==> config.mk <==
export PLATFORM = sky130hd
export DESIGN_NAME = pipeline_hazard_controller
export DESIGN_NICKNAME = d
export VERILOG_FILES = /design/src/rtl/pipeline_hazard_controller_pkg.sv /design/src/rtl/pipeline_hazard_controller_bypass.sv /design/src/rtl/pipeline_hazard_controller.sv
export SDC_FILE = /design/constraint.sdc
export NUM_CORES = 1
export LEC_CHECK = 0
export BUFFER_PORTS_ARGS = -buffer_cell sky130_fd_sc_hd__buf_4
export CORE_ASPECT_RATIO = 0.9
export CORE_UTILIZATION = 44
export DETAILED_ROUTE_END_ITERATION = 12
export PLACE_DENSITY = 0.85
export SYNTH_ARGS = -nofsm -noshare
export SYNTH_HDL_FRONTEND = slang
export SYNTH_SLANG_ARGS = --single-unit
==> constraint.sdc <==
create_clock -name clk -period 2.5 [get_ports clk]
set_input_delay 0.375 -clock clk [delete_from_list [all_inputs] [get_ports clk]]
set_output_delay 0.375 -clock clk [all_outputs]
set_load 0.005 [all_outputs]
==> src/rtl/pipeline_hazard_controller_pkg.sv <==
// Shared types for the pipeline hazard controller: width constants, bypass select
// encoding and the per-stage destination-register shadow entry.
package pipeline_hazard_controller_pkg;

    localparam int unsigned ADDR_WIDTH    = 32;
    localparam int unsigned REG_NUM_WIDTH = 5;

    typedef enum logic [1:0] {
        NO_BYPASS      = 2'd0,
        BYPASS_EXECUTE = 2'd1,
        BYPASS_MEMORY  = 2'd2
    } BypassCtrl;

    typedef struct packed {
        logic                     valid;
        logic                     wr;
        logic [REG_NUM_WIDTH-1:0] rd;
        logic                     isLoad;
    } RegWriteTrack;

endpackage

==> src/rtl/pipeline_hazard_controller_bypass.sv <==
// Per-operand dependency check against the EX/MEM/WB shadow entries.
// CONTROLLER_BYPASS_EN selects forwarding; otherwise every in-flight producer stalls.
module operand_bypass_select
    import pipeline_hazard_controller_pkg::*;
(
    input  logic [REG_NUM_WIDTH-1:0] src,
    input  logic                     srcUsed,
    input  RegWriteTrack             ex,
    input  RegWriteTrack             mem,
    input  RegWriteTrack             wb,
    output BypassCtrl                bypass,
    output logic                     hazard
);

    function automatic logic hits(input RegWriteTrack e, input logic [REG_NUM_WIDTH-1:0] s,
                                  input logic used);
        return used && e.valid && e.wr && (e.rd == s) && (s != '0);
    endfunction

    logic ex_hit;
    logic mem_hit;

    assign ex_hit  = hits(ex, src, srcUsed);
    assign mem_hit = hits(mem, src, srcUsed);

`ifdef CONTROLLER_BYPASS_EN
    // Youngest producer wins; only a load still in EX cannot be forwarded.
    always_comb begin
        bypass = NO_BYPASS;
        if (ex_hit)
            bypass = BYPASS_EXECUTE;
        else if (mem_hit)
            bypass = BYPASS_MEMORY;
    end

    assign hazard = ex_hit & ex.isLoad;

    logic unused_track;
    assign unused_track = ^{wb, mem.isLoad};
`else
    logic wb_hit;

    // Register file is not write-through, so a WB producer must stall too.
    assign wb_hit = hits(wb, src, srcUsed);
    assign bypass = NO_BYPASS;
    assign hazard = ex_hit | mem_hit | wb_hit;

    logic unused_track;
    assign unused_track = ^{ex.isLoad, mem.isLoad, wb.isLoad};
`endif

endmodule

==> src/rtl/pipeline_hazard_controller.sv <==
// Controller side of the 5-stage pipeline control interface: shadows EX/MEM/WB
// destinations and drives bypass selects, load-use stall and mispredict flush (CONTROLLER_BYPASS_EN).
module pipeline_hazard_controller
    import pipeline_hazard_controller_pkg::*;
#(
    parameter int unsigned ADDR_WIDTH    = pipeline_hazard_controller_pkg::ADDR_WIDTH,
    parameter int unsigned REG_NUM_WIDTH = pipeline_hazard_controller_pkg::REG_NUM_WIDTH
) (
    input  logic                     clk,
    input  logic                     rst,
    input  logic [REG_NUM_WIDTH-1:0] idRs1,
    input  logic [REG_NUM_WIDTH-1:0] idRs2,
    input  logic                     idRs1Used,
    input  logic                     idRs2Used,
    input  logic [REG_NUM_WIDTH-1:0] idRd,
    input  logic                     idWrEn,
    input  logic                     idIsLoad,
    input  logic                     idValid,
    input  logic                     exIsBranch,
    input  logic                     exPredTaken,
    input  logic                     exActualTaken,
    input  logic [ADDR_WIDTH-1:0]    exPredTarget,
    input  logic [ADDR_WIDTH-1:0]    exActualTarget,
    input  logic                     pipelineStall,
    output logic                     isDataHazard,
    output logic                     isBranchPredictMiss,
    output BypassCtrl                op1BypassCtrl,
    output BypassCtrl                op2BypassCtrl
);

    RegWriteTrack ex;
    RegWriteTrack mem;
    RegWriteTrack wb;
    logic         hazard1;
    logic         hazard2;

    operand_bypass_select u_op1 (
        .src     (idRs1),
        .srcUsed (idRs1Used),
        .ex      (ex),
        .mem     (mem),
        .wb      (wb),
        .bypass  (op1BypassCtrl),
        .hazard  (hazard1)
    );

    operand_bypass_select u_op2 (
        .src     (idRs2),
        .srcUsed (idRs2Used),
        .ex      (ex),
        .mem     (mem),
        .wb      (wb),
        .bypass  (op2BypassCtrl),
        .hazard  (hazard2)
    );

    assign isBranchPredictMiss = ex.valid & exIsBranch & ~pipelineStall &
                                 ((exPredTaken != exActualTaken) |
                                  (exActualTaken & (exPredTarget != exActualTarget)));

    // The ID instruction is wrong-path on a mispredict, so its stall is moot.
    assign isDataHazard = idValid & (hazard1 | hazard2) & ~isBranchPredictMiss;

    always_ff @(posedge clk or negedge rst) begin
        if (!rst) begin
            ex  <= '0;
            mem <= '0;
            wb  <= '0;
        end else if (!pipelineStall) begin
            mem <= ex;
            wb  <= mem;
            if (isBranchPredictMiss || isDataHazard)
                ex <= '0;
            else
                ex <= '{valid: idValid, wr: idWrEn, rd: idRd, isLoad: idIsLoad};
        end
    end

endmodule

==> results of run 1 <==
==> registers in the layout, indices dropped and copies added, names as in the netlist <==
signal,cells
wb,7
mem,7
ex,7
==> repair_timing <==
| action | 4_1_cts | 5_1_grt |
|---|---|---|
| endpoints found under the hold margin | 21 | 0 |
| resized for setup | 0 | 0 |
| endpoints found under the setup margin | 0 | 0 |
| hold buffers | 1 | 0 |
==> through the flow <==
step | hold slack, ps | instances
final | 381 | 300
after detailed placement | 271 | 295
after global placement | 268 | 295
after floorplan | 79.4 | 167
after CTS | 378 | 300
after global routing | 384 | 300
==> worst paths after layout <==
kind | cells past startpoint | start | slack [ps] | to
max | 7 | ex[5] | 140 | isDataHazard
min | 3 | idWrEn | 380 | ex[6]
max reg2reg | 7 | ex[5] | 640 | ex[4]
min reg2reg | 1 | wb[7] | 500 | wb[7]
max in group asynchronous | 2 | rst | 1710 | ex[1]
min in group asynchronous | 2 | rst | 570 | wb[1]
==> power breakdown <==
part	switching, mW	internal, mW	leakage [nW]
combinational	0.135	0.212	0.904
clock	0.104	0.113	0.0228
sequential	0.0598	0.390	0.258
==> cell type report <==
type / instances / area share (%)
Multi-Input combinational cell: 130 / 44.6
Clock buffer: 4 / 1.84
Tap cell: 44 / 2.25
Inverter: 8 / 1.23
Timing Repair Buffer: 93 / 28.6
Sequential cell: 21 / 21.5
==> cells in the final DEF (no fill, tap or decap), types with 4 or more instances in the layout <==
cell / Yosys / routed
sky130_fd_sc_hd__buf_4: 4 / 92
sky130_fd_sc_hd__conb_1: 1 / 4
sky130_fd_sc_hd__dfrtp_1: 21 / 21
sky130_fd_sc_hd__inv_1: 8 / 8
sky130_fd_sc_hd__mux2_2: 14 / 14
sky130_fd_sc_hd__nand2_1: 7 / 7
sky130_fd_sc_hd__nand4_1: 10 / 10
sky130_fd_sc_hd__nor4_1: 11 / 11
sky130_fd_sc_hd__o41ai_2: 7 / 7
sky130_fd_sc_hd__xnor2_1: 15 / 15
sky130_fd_sc_hd__xor2_1: 47 / 47
==> synth_stat cells (all sizes together) <==
cell type	count	area [sq um]
xor2	47	412
buf	6	38.8
nand4	10	62.6
o2111ai	1	8.76
nand2	7	26.3
inv	8	30.0
or4	2	15.0
conb	1	3.75
mux2	14	158
o21ai	2	10.0
nor4	12	81.3
and2b	1	8.76
nor3	1	5.00
a21oi	1	8.76
clkbuf	2	7.51
xnor2	15	131
o41ai	7	114
or2	1	6.26
dfrtp	21	526
and2	3	18.8
a31oi	2	12.5
==> worst min-delay path: stages <==
cell	delay (ps)
sky130_fd_sc_hd__buf_4	100
sky130_fd_sc_hd__inv_1	50
sky130_fd_sc_hd__o41ai_2	70
==> layer usage <==
| metal | part of all wire, % | GRT usage [%] |
|---|---|---|
| met1 | 41 | 27.6 |
| met2 | 54 | 39.4 |
| met3 | 5.1 | 4.32 |
| met4 | 0.49 | 3.65 |
| met5 | 0 | 0 |
==> cell families (layout without fill, tap and decap cells) <==
logic type	after synthesis	count (layout)	synth area share, %
other cells	1	4	0.223
simple gates	37	37	13.3
mux	14	14	9.36
compound gates	13	13	9.14
xor+xnor	62	62	32.2
buf+inv	16	105	4.53
flops	21	21	31.2
==> run summary, run 1 <==
FINAL LAYOUT
--------------------------------------------------------------------------------
Count of nets after finishing .....................................          347
Layout filler cell count ..........................................          291
Number of antenna cells inserted ..................................            0
Area grow syn2layout ..............................................        45.5%
Fraction of layout instances using a drive strength above 1 .......        46.5%
Core utilization of the finished layout ...........................        69.9%
Storage cell area .................................................    526 sq um
Footprint of the multi-input gates ................................ 0.00109 sq mm
Area of all placed cells without fillers .......................... 0.00245 sq mm

GRT
--------------------------------------------------------------------------------
Number of antenna violations at the first check in global routing .            0
Total routing usage reported by global routing ....................        21.9%
Maximum number of pins on one net before global-route repair ......           30
First-pass GRT wire length ........................................      6.65 mm
Total congestion overflow .........................................            0
Number of global-route vias before repair .........................         1551

STA
--------------------------------------------------------------------------------
Worst clock skew ..................................................      1.06 ps
Final WS setup ....................................................       135 ps
Fmax ..............................................................      423 MHz
Period Utilization, post-route ....................................        94.6%
Total setup violations reported at the end of the flow ............            0
Final min period ..................................................      2360 ps
Setup TNS .........................................................         0 ps
Number of slew-limit violations in the final report ...............            0
Final Hold Violating Endpoints ....................................            0
Setup repair after global routing missed its margin ...............           no

WORST SETUP PATH
--------------------------------------------------------------------------------
Delay of the slowest cell on the worst path .......................       440 ps
Cell Chain, Critical Path ......................................... xor2_1 -> nor4_1 -> nand4_1 -> a31oi_1 -> or2_1 -> and2b_2 -> buf_4
Worst Path Buf+Inv ................................................            1
Maximum net fanout on the critical path ...........................            4
Top cell family by delay on the critical path ..................... simple AND/OR/NAND/NOR gates
Required arrival time at the worst endpoint .......................      2120 ps
Setup crit start kind .............................................     register
Standard cell with the maximum stage delay on the critical path ... sky130_fd_sc_hd__dfrtp_1
Endpoint type of the worst setup path ............................. primary output
Worst Path Arrival ................................................      1990 ps
Worst setup path class ............................................ register to primary output

POWER AND IR DROP
--------------------------------------------------------------------------------
Worst ir drop on vdd ..............................................     0.234 mV
Leakage dissipation ...............................................      1.18 nW
Total power .......................................................      1.01 mW
Power density over cell area ......................................  414 mW/mm^2

WORST HOLD PATH
--------------------------------------------------------------------------------
Worst min-delay path class ........................................ input pin to register

FLOW RUN
--------------------------------------------------------------------------------
Max-cap viol count ................................................            0

CLOCK NETWORK
--------------------------------------------------------------------------------
CTS H-tree lvls ...................................................            1
Clk sinks .........................................................           21
Clock buffers created by TritonCTS ................................            3
Clock buffer depth ................................................            2
Clock Pin Slew Worst Setup and Hold Paths .........................        70 ps
Post-CTS setup buffer count .......................................            0
Clock latency at the later pin of the worst-skew pair .............       250 ps
Cell at the root of the clock tree ................................ sky130_fd_sc_hd__clkbuf_8
Clock tree from TritonCTS .........................................         done

SYNTH
--------------------------------------------------------------------------------
Flip-flop and latch count after synthesis .........................           21
Average cell area after synthesis .................................   10.3 sq um
Number of warning messages in the yosys log .......................            0
Netlist area before placement ..................................... 0.00168 sq mm
Part of the Yosys area used for sequential elements ...............        31.2%
Yosys cell types ..................................................           25
Cell count after synthesis ........................................          164

PLACE
--------------------------------------------------------------------------------
Post-detailed-placement cell area ................................. 0.00239 sq mm
Post-DP HPWL ......................................................      3.61 mm
Placement-stage worst setup slack .................................       176 ps
Final weighted congestion of routability-driven global placement ..        0.858
Quantity of I/O buffers inserted on ports .........................           90

ROUTE
--------------------------------------------------------------------------------
Routed wire length ................................................      4.30 mm
Count of nets left with antenna violations after detail routing ...            0
Number of iterations in the first detailed-routing pass ...........            4
Total number of vias ..............................................         1523
Number of remaining DRC errors ....................................            0
Vias per std cell .................................................         5.08
Drt first-iter violations .........................................           78
Post-DR wirelength/cell ...........................................      14.3 um

FLOORPLAN
--------------------------------------------------------------------------------
Horizontal die dimension ..........................................      67.2 um
Die Area .......................................................... 0.00408 sq mm
Initial standard-cell utilization of the core .....................        48.1%
Core footprint .................................................... 0.00350 sq mm
Placement Rows ....................................................           20
Number of I/O pins ................................................           96
Die Ht ............................................................      60.7 um

OUTCOME
--------------------------------------------------------------------------------
Result of the run ................................................. finished clean

Note: power is estimated with default switching activity, not from simulation.
==> run 2, diff against run 1 <==
Settings changed: ABC_AREA set to 1, CORE_MARGIN set to 3, CORE_UTILIZATION 44 to 48, PLACE_DENSITY 0.85 to 0.87, SLEW_MARGIN set to 30.
==> run 2 against run 1 <==
Effect of this change:
- clock skew grew 1.7 ps
- worst hold slack better by 34 ps
- register-to-register slack gained 410 ps
- combinational power up 7.8%
- critical endpoint unchanged
==> run summary, run 2 <==
WORST SETUP PATH
--------------------------------------------------------------------------------
Worst setup path class ............................................ register to primary output
Register-to-register setup slack ..................................      1050 ps
Cell Chain, Critical Path ......................................... inv_1 -> nand2_1 -> nand2_1 -> nor2_1 -> nand3_1 -> nand3_1 -> nand2_1 -> nand2_2 -> nand2_4 -> nor2_2 -> buf_4
Delay of the slowest cell on the worst path .......................       420 ps
Path depth of the worst reg2reg path ..............................           11
Maximum net fanout on the critical path ...........................            8
Endpoint type of the worst setup path ............................. primary output
RR Startpoint .....................................................        ex[4]
Standard cell with the maximum stage delay on the critical path ... sky130_fd_sc_hd__dfrtp_1
Worst Path Buf+Inv ................................................            2
Top cell family by delay on the critical path ..................... simple AND/OR/NAND/NOR gates
Crit Reg-Reg Endpoint .............................................        ex[5]
Required arrival time at the worst endpoint .......................      2120 ps
Worst Path Arrival ................................................      1680 ps
Setup crit start kind .............................................     register
Most Frequent Cell on Critical Path ............................... sky130_fd_sc_hd__nand2_1

SYNTH
--------------------------------------------------------------------------------
Number of flops mapped to enable cells by yosys ...................            0
Synth top area share ..............................................        30.2%
Flip-flop and latch count after synthesis .........................           21
Share of flip-flops with an asynchronous set or reset .............         100%
Netlist area before placement ..................................... 0.00211 sq mm
Most numerous cell in the Yosys netlist ........................... sky130_fd_sc_hd__nand2_1
Part of the Yosys area used for sequential elements ...............        24.9%
Number of warning messages in the yosys log .......................            0
Cell count after synthesis ........................................          392
Cell type contributing the most total cell area after synthesis ... sky130_fd_sc_hd__nand2_1
Yosys cell types ..................................................           26
Prevailing post-synth register cell ............................... sky130_fd_sc_hd__dfrtp_1
Synth cell count leaders .......................................... 170 x sky130_fd_sc_hd__nand2_1, 70 x sky130_fd_sc_hd__inv_1, 37 x sky130_fd_sc_hd__nor2_1
Ranking of synthesized cells by area .............................. sky130_fd_sc_hd__nand2_1 30%, sky130_fd_sc_hd__dfrtp_1 25%, sky130_fd_sc_hd__inv_1 12%
Average cell area after synthesis .................................   5.38 sq um

CLOCK NETWORK
--------------------------------------------------------------------------------
Post-CTS setup buffer count .......................................            0
Clock Pin Slew Worst Setup and Hold Paths .........................        80 ps
Clock buffers created by TritonCTS ................................            3
Cell at the root of the clock tree ................................ sky130_fd_sc_hd__clkbuf_8
CTS H-tree lvls ...................................................            1
Clock tree from TritonCTS .........................................         done
Clk sinks .........................................................           21
Clock buffer depth ................................................            2
Clock latency at the later pin of the worst-skew pair .............       270 ps

WORST HOLD PATH
--------------------------------------------------------------------------------
Worst min-delay path startpoint ...................................      idRd[1]
Cells on Worst Hold Path ..........................................            5
Worst min-delay path class ........................................ input pin to register
Worst hold path endpoint ..........................................        ex[2]

FLOORPLAN
--------------------------------------------------------------------------------
Die Ht ............................................................      68.9 um
Horizontal die dimension ..........................................      75.9 um
Core footprint .................................................... 0.00416 sq mm
Number of I/O pins ................................................           96
Die Area .......................................................... 0.00523 sq mm
Initial standard-cell utilization of the core .....................        50.8%
Placement Rows ....................................................           22

PLACE
--------------------------------------------------------------------------------
Placement-stage worst setup slack .................................       633 ps
Post-DP HPWL ......................................................      4.85 mm
Post-detailed-placement cell area ................................. 0.00281 sq mm
Quantity of I/O buffers inserted on ports .........................           90
Final weighted congestion of routability-driven global placement ..        0.899

ROUTE
--------------------------------------------------------------------------------
Number of remaining DRC errors ....................................            0
Drt first-iter violations .........................................          169
Total number of vias ..............................................         2505
Vias per std cell .................................................         4.62
Routed wire length ................................................      5.66 mm
Post-DR wirelength/cell ...........................................      10.4 um
Count of nets left with antenna violations after detail routing ...            0
Number of iterations in the first detailed-routing pass ...........            4

FINAL LAYOUT
--------------------------------------------------------------------------------
Most frequent cells in the layout ................................. 170 x sky130_fd_sc_hd__nand2_1, 90 x sky130_fd_sc_hd__buf_4, 70 x sky130_fd_sc_hd__inv_1
Count of nets after finishing .....................................          573
Area of all placed cells without fillers .......................... 0.00287 sq mm
Commonest non-fill, non-tap cell in the layout .................... sky130_fd_sc_hd__nand2_1
Area grow syn2layout ..............................................        35.9%
Number of antenna cells inserted ..................................            0
Fraction of layout instances using a drive strength above 1 .......        23.7%
Regs by FF count .................................................. ex x7, mem x7, wb x7
Layout filler cell count ..........................................          378

GRT
--------------------------------------------------------------------------------
Maximum number of pins on one net before global-route repair ......           41
Number of global-route vias before repair .........................         2414
Total routing usage reported by global routing ....................        22.6%
First-pass GRT wire length ........................................      9.57 mm
Number of antenna violations at the first check in global routing .            0
Total congestion overflow .........................................            0

STA
--------------------------------------------------------------------------------
Worst clock skew ..................................................      2.80 ps
Period Utilization, post-route ....................................        82.2%
Fmax ..............................................................      486 MHz
Setup repair after global routing missed its margin ...............           no
Final Hold Violating Endpoints ....................................            0
Final WS setup ....................................................       444 ps
Number of slew-limit violations in the final report ...............            0
Total setup violations reported at the end of the flow ............            0
Final min period ..................................................      2060 ps
Setup TNS .........................................................         0 ps

POWER AND IR DROP
--------------------------------------------------------------------------------
Power density over cell area ......................................  359 mW/mm^2
Worst ir drop on vdd ..............................................     0.217 mV
Leakage dissipation ...............................................      1.79 nW
Total power .......................................................      1.03 mW

OUTCOME
--------------------------------------------------------------------------------
Result of the run ................................................. finished clean

FLOW RUN
--------------------------------------------------------------------------------
Max-cap viol count ................................................            0

## run 2: timing repair
| item | 4_1_cts | 5_1_grt |
|---|---|---|
| gates resized for setup | 0 | 0 |
| endpoints found under the hold margin | 21 | 0 |
| hold buffers | 1 | 0 |
## run 2: how the worst max path moves through the flow
stage                                  start           end  slack [ps]  cells after the start
after floorplan           exActualTarget[24]  isDataHazard        1010                      9
after global placement    exActualTarget[12]  isDataHazard         640                     11
after detailed placement  exActualTarget[12]  isDataHazard         630                     11
after CTS                              ex[3]  isDataHazard         490                     11
after global routing                  mem[3]  isDataHazard         320                     11
final                                  ex[4]  isDataHazard         440                     11
## run 2: tightest hold or removal path, delay by kind of cell
kind	cells	cell delay (ps)
simple gates	3	130
buf+inv	2	140
## run 2: layout make-up
class	count	area [sq um]	share of cell area (%)
Timing Repair Buffer	91	686	23.9
Inverter	81	304	10.6
Sequential cell	21	526	18.3
Clock buffer	3	41.3	1.44
Tap cell	60	75.1	2.62
Clock inverter	1	7.51	0.262
Multi-Input combinational cell	285	1230	42.9
## run 2: stage by stage
stage	cells	hold WS (ps)	util [%]
2_1_floorplan	395	79.4	-
3_3_place_gp	537	271	67.6
3_5_place_dp	537	275	67.6
4_1_cts	542	416	69.0
5_1_grt	542	435	69.0
6_report	542	415	69.0
## run 2: logic make-up after synthesis
kind of cell | after synthesis | synth area share, %
flip-flops | 21 | 24.9
buffers and inverters | 89 | 17.4
XOR/XNOR | 9 | 3.73
other | 1 | 0.178
AO/OA/AOI/OAI | 26 | 6.70
AND/OR/NAND/NOR | 246 | 47.1
## run 2: per-layer routing
layer / vias to the layer above / GRT usage (%) / wire length [um] / share of wire, %
met1: 1089 / 25.6 / 2360 / 42
met3: 9 / 4.68 / 387 / 6.8
met5: - / 0 / 0 / 0
met4: 0 / 4.98 / 80 / 1.4
li1: 1325 / - / - / -
met2: 82 / 44.8 / 2830 / 50
## run 2: power by group
| group | internal, mW | total [mW] | switching (mW) |
|---|---|---|---|
| registers | 0.379 | 0.421 | 0.0418 |
| logic | 0.183 | 0.374 | 0.191 |
| clock network | 0.113 | 0.235 | 0.122 |
==> run 3, diff against run 2 <==
Settings changed: ABC_AREA 1 to 0, CORE_UTILIZATION 48 to 40, PLACE_DENSITY 0.87 to 0.82.
Clock period 2.5 ns to 1.8 ns, I/O delays scaled along.
==> run 3 against run 2 <==
Effect of this change:
- the flow now finishes with violations (setup timing)
- critical path depth decreased by 4
- non-clock buffer count grew 22
- register-to-register slack got worse by 1100 ps
- sequential share of layout area up 1.2 points
- clock skew about the same
- core utilization rose by 0.47 points
- cell area shrank 5.8%
- sequential power is 46% higher
- critical endpoint unchanged
==> run summary, run 3 (synthesis gave the netlist of run 1 again) <==
STA
--------------------------------------------------------------------------------
Worst clock skew ..................................................      2.72 ps
Fmax ..............................................................      464 MHz
Period Utilization, post-route ....................................         120%
Setup repair after global routing missed its margin ...............          yes
Total setup violations reported at the end of the flow ............            9
Tightest hold margin ..............................................       262 ps
Final min period ..................................................      2150 ps
Final Hold Violating Endpoints ....................................            0
Number of slew-limit violations in the final report ...............            0
Final WS setup ....................................................      -355 ps

GRT
--------------------------------------------------------------------------------
First-pass GRT wire length ........................................      7.09 mm
Total routing usage reported by global routing ....................        18.7%
Total congestion overflow .........................................            0
Number of antenna violations at the first check in global routing .            0
Maximum number of pins on one net before global-route repair ......           29
Number of global-route vias before repair .........................         1572

PLACE
--------------------------------------------------------------------------------
Quantity of I/O buffers inserted on ports .........................           90
Post-detailed-placement cell area ................................. 0.00252 sq mm
Final weighted congestion of routability-driven global placement ..        0.968
Post-DP HPWL ......................................................      3.98 mm
Placement-stage worst setup slack .................................      -384 ps

WORST SETUP PATH
--------------------------------------------------------------------------------
Crit Reg-Reg Endpoint .............................................        ex[2]
Delay of the slowest cell on the worst path .......................       450 ps
Endpoint type of the worst setup path ............................. primary output
Worst setup path class ............................................ register to primary output
Setup crit start kind .............................................     register
Path depth of the worst reg2reg path ..............................            8
Required arrival time at the worst endpoint .......................      1530 ps
Maximum net fanout on the critical path ...........................            4
Standard cell with the maximum stage delay on the critical path ... sky130_fd_sc_hd__dfrtp_2
Worst Path Arrival ................................................      1880 ps
Top cell family by delay on the critical path ..................... simple AND/OR/NAND/NOR gates
Worst Path Buf+Inv ................................................            1
RR Startpoint .....................................................        ex[4]
Cell Chain, Critical Path ......................................... xor2_2 -> nor4_2 -> nand4_1 -> a31oi_1 -> or2_1 -> and2b_2 -> buf_6
Register-to-register setup slack ..................................       -30 ps

ROUTE
--------------------------------------------------------------------------------
Count of nets left with antenna violations after detail routing ...            0
Post-DR wirelength/cell ...........................................      15.3 um
Number of remaining DRC errors ....................................            0
Drt first-iter violations .........................................           99
Vias per std cell .................................................         5.00
Number of iterations in the first detailed-routing pass ...........            4
Routed wire length ................................................      4.92 mm
Total number of vias ..............................................         1609

FINAL LAYOUT
--------------------------------------------------------------------------------
Fraction of layout instances using a drive strength above 1 .......        54.0%
Layout filler cell count ..........................................          293
Area grow syn2layout ..............................................        60.5%
Core utilization of the finished layout ...........................        69.5%
Commonest non-fill, non-tap cell in the layout .................... sky130_fd_sc_hd__buf_4
Count of nets after finishing .....................................          367
Area of all placed cells without fillers .......................... 0.00270 sq mm
Number of antenna cells inserted ..................................            0
Regs by FF count .................................................. ex x7, mem x7, wb x7
Most frequent cells in the layout ................................. 105 x sky130_fd_sc_hd__buf_4, 46 x sky130_fd_sc_hd__xor2_1, 20 x sky130_fd_sc_hd__dfrtp_1

WORST HOLD PATH
--------------------------------------------------------------------------------
Cells on Worst Hold Path ..........................................            3
Worst min-delay path class ........................................ input pin to register
Worst min-delay path startpoint ...................................      idRd[3]
Worst hold path endpoint ..........................................        ex[4]

CLOCK NETWORK
--------------------------------------------------------------------------------
Clock latency at the later pin of the worst-skew pair .............       260 ps
Clock buffers created by TritonCTS ................................            3
Cell at the root of the clock tree ................................ sky130_fd_sc_hd__clkbuf_8
Clock Pin Slew Worst Setup and Hold Paths .........................        80 ps
CTS H-tree lvls ...................................................            1
Clock buffer depth ................................................            2
Clk sinks .........................................................           21
Clock tree from TritonCTS .........................................         done

FLOORPLAN
--------------------------------------------------------------------------------
Die Area .......................................................... 0.00503 sq mm
Core footprint .................................................... 0.00389 sq mm
Number of I/O pins ................................................           96
Placement Rows ....................................................           21
Horizontal die dimension ..........................................      74.4 um
Die Ht ............................................................      67.6 um
Initial standard-cell utilization of the core .....................        43.3%

POWER AND IR DROP
--------------------------------------------------------------------------------
Leakage dissipation ...............................................      1.30 nW
Worst ir drop on vdd ..............................................     0.250 mV
Power density over cell area ......................................  563 mW/mm^2

OUTCOME
--------------------------------------------------------------------------------
Result of the run ................................................. finished with violations
Failing checks .................................................... setup timing

FLOW RUN
--------------------------------------------------------------------------------
Max-cap viol count ................................................            0

==> run 3: area by class of cell <==
type / count / area (sq um) / area share (%)
Timing Repair Buffer: 113 / 881 / 32.6
Sequential cell: 21 / 527 / 19.5
Tap cell: 46 / 57.6 / 2.13
Clock buffer: 4 / 45.0 / 1.67
Inverter: 8 / 30.0 / 1.11
Multi-Input combinational cell: 130 / 1160 / 43.0
==> run 3: layer usage <==
metal  vias up  share of wire (%)  routed length (um)  GRT usage [%]
met5         -                  0                   0              0
met4         0               0.65                  32           6.22
met3         4                4.9                 240           2.68
met2        59                 56                2750           33.6
met1       756                 39                1900           22.7
li1        790                  -                   -              -
==> run 3: per-stage QoR <==
stage               TNS [ps]  power, mW  instances
CTS                     -438       1.51        320
detailed placement     -2920       1.16        313
global route           -1690       1.61        322
floorplan                  0      0.868        167
finish                  -634       1.52        322
global placement       -2550       1.14        313
==> run 3: worst max-delay path by stage <==
stage | start | to | slack [ps] | depth (start not counted)
global placement | exActualTarget[18] | isDataHazard | -320 | 8
floorplan | ex[4] | isDataHazard | 0.2 | 7
detailed placement | exActualTarget[27] | ex[6] | -380 | 8
finish | ex[4] | isDataHazard | -350 | 7
CTS | wb[5] | isDataHazard | -330 | 7
global route | ex[4] | isDataHazard | -480 | 7
==> run 3: tightest hold or removal path: cells and delay by family <==
| family | cells | cell delay, ps |
|---|---|---|
| buffers and inverters | 2 | 150 |
| AO/OA/AOI/OAI | 1 | 70 |
==> run 3: power by group <==
group	internal [mW]	switching (mW)	total, mW
Combinational	0.354	0.237	0.592
Sequential	0.541	0.0717	0.613
Clock	0.158	0.158	0.316
Total	1.05	0.467	1.52
==> run 3: what timing repair did <==
item                       CTS  global route
buffers inserted             2             2
hold buffers                 1             0
hold endpoints to repair    21             0
gates resized for setup     10             9
setup endpoints to repair    9             9
pin swaps                   12             8
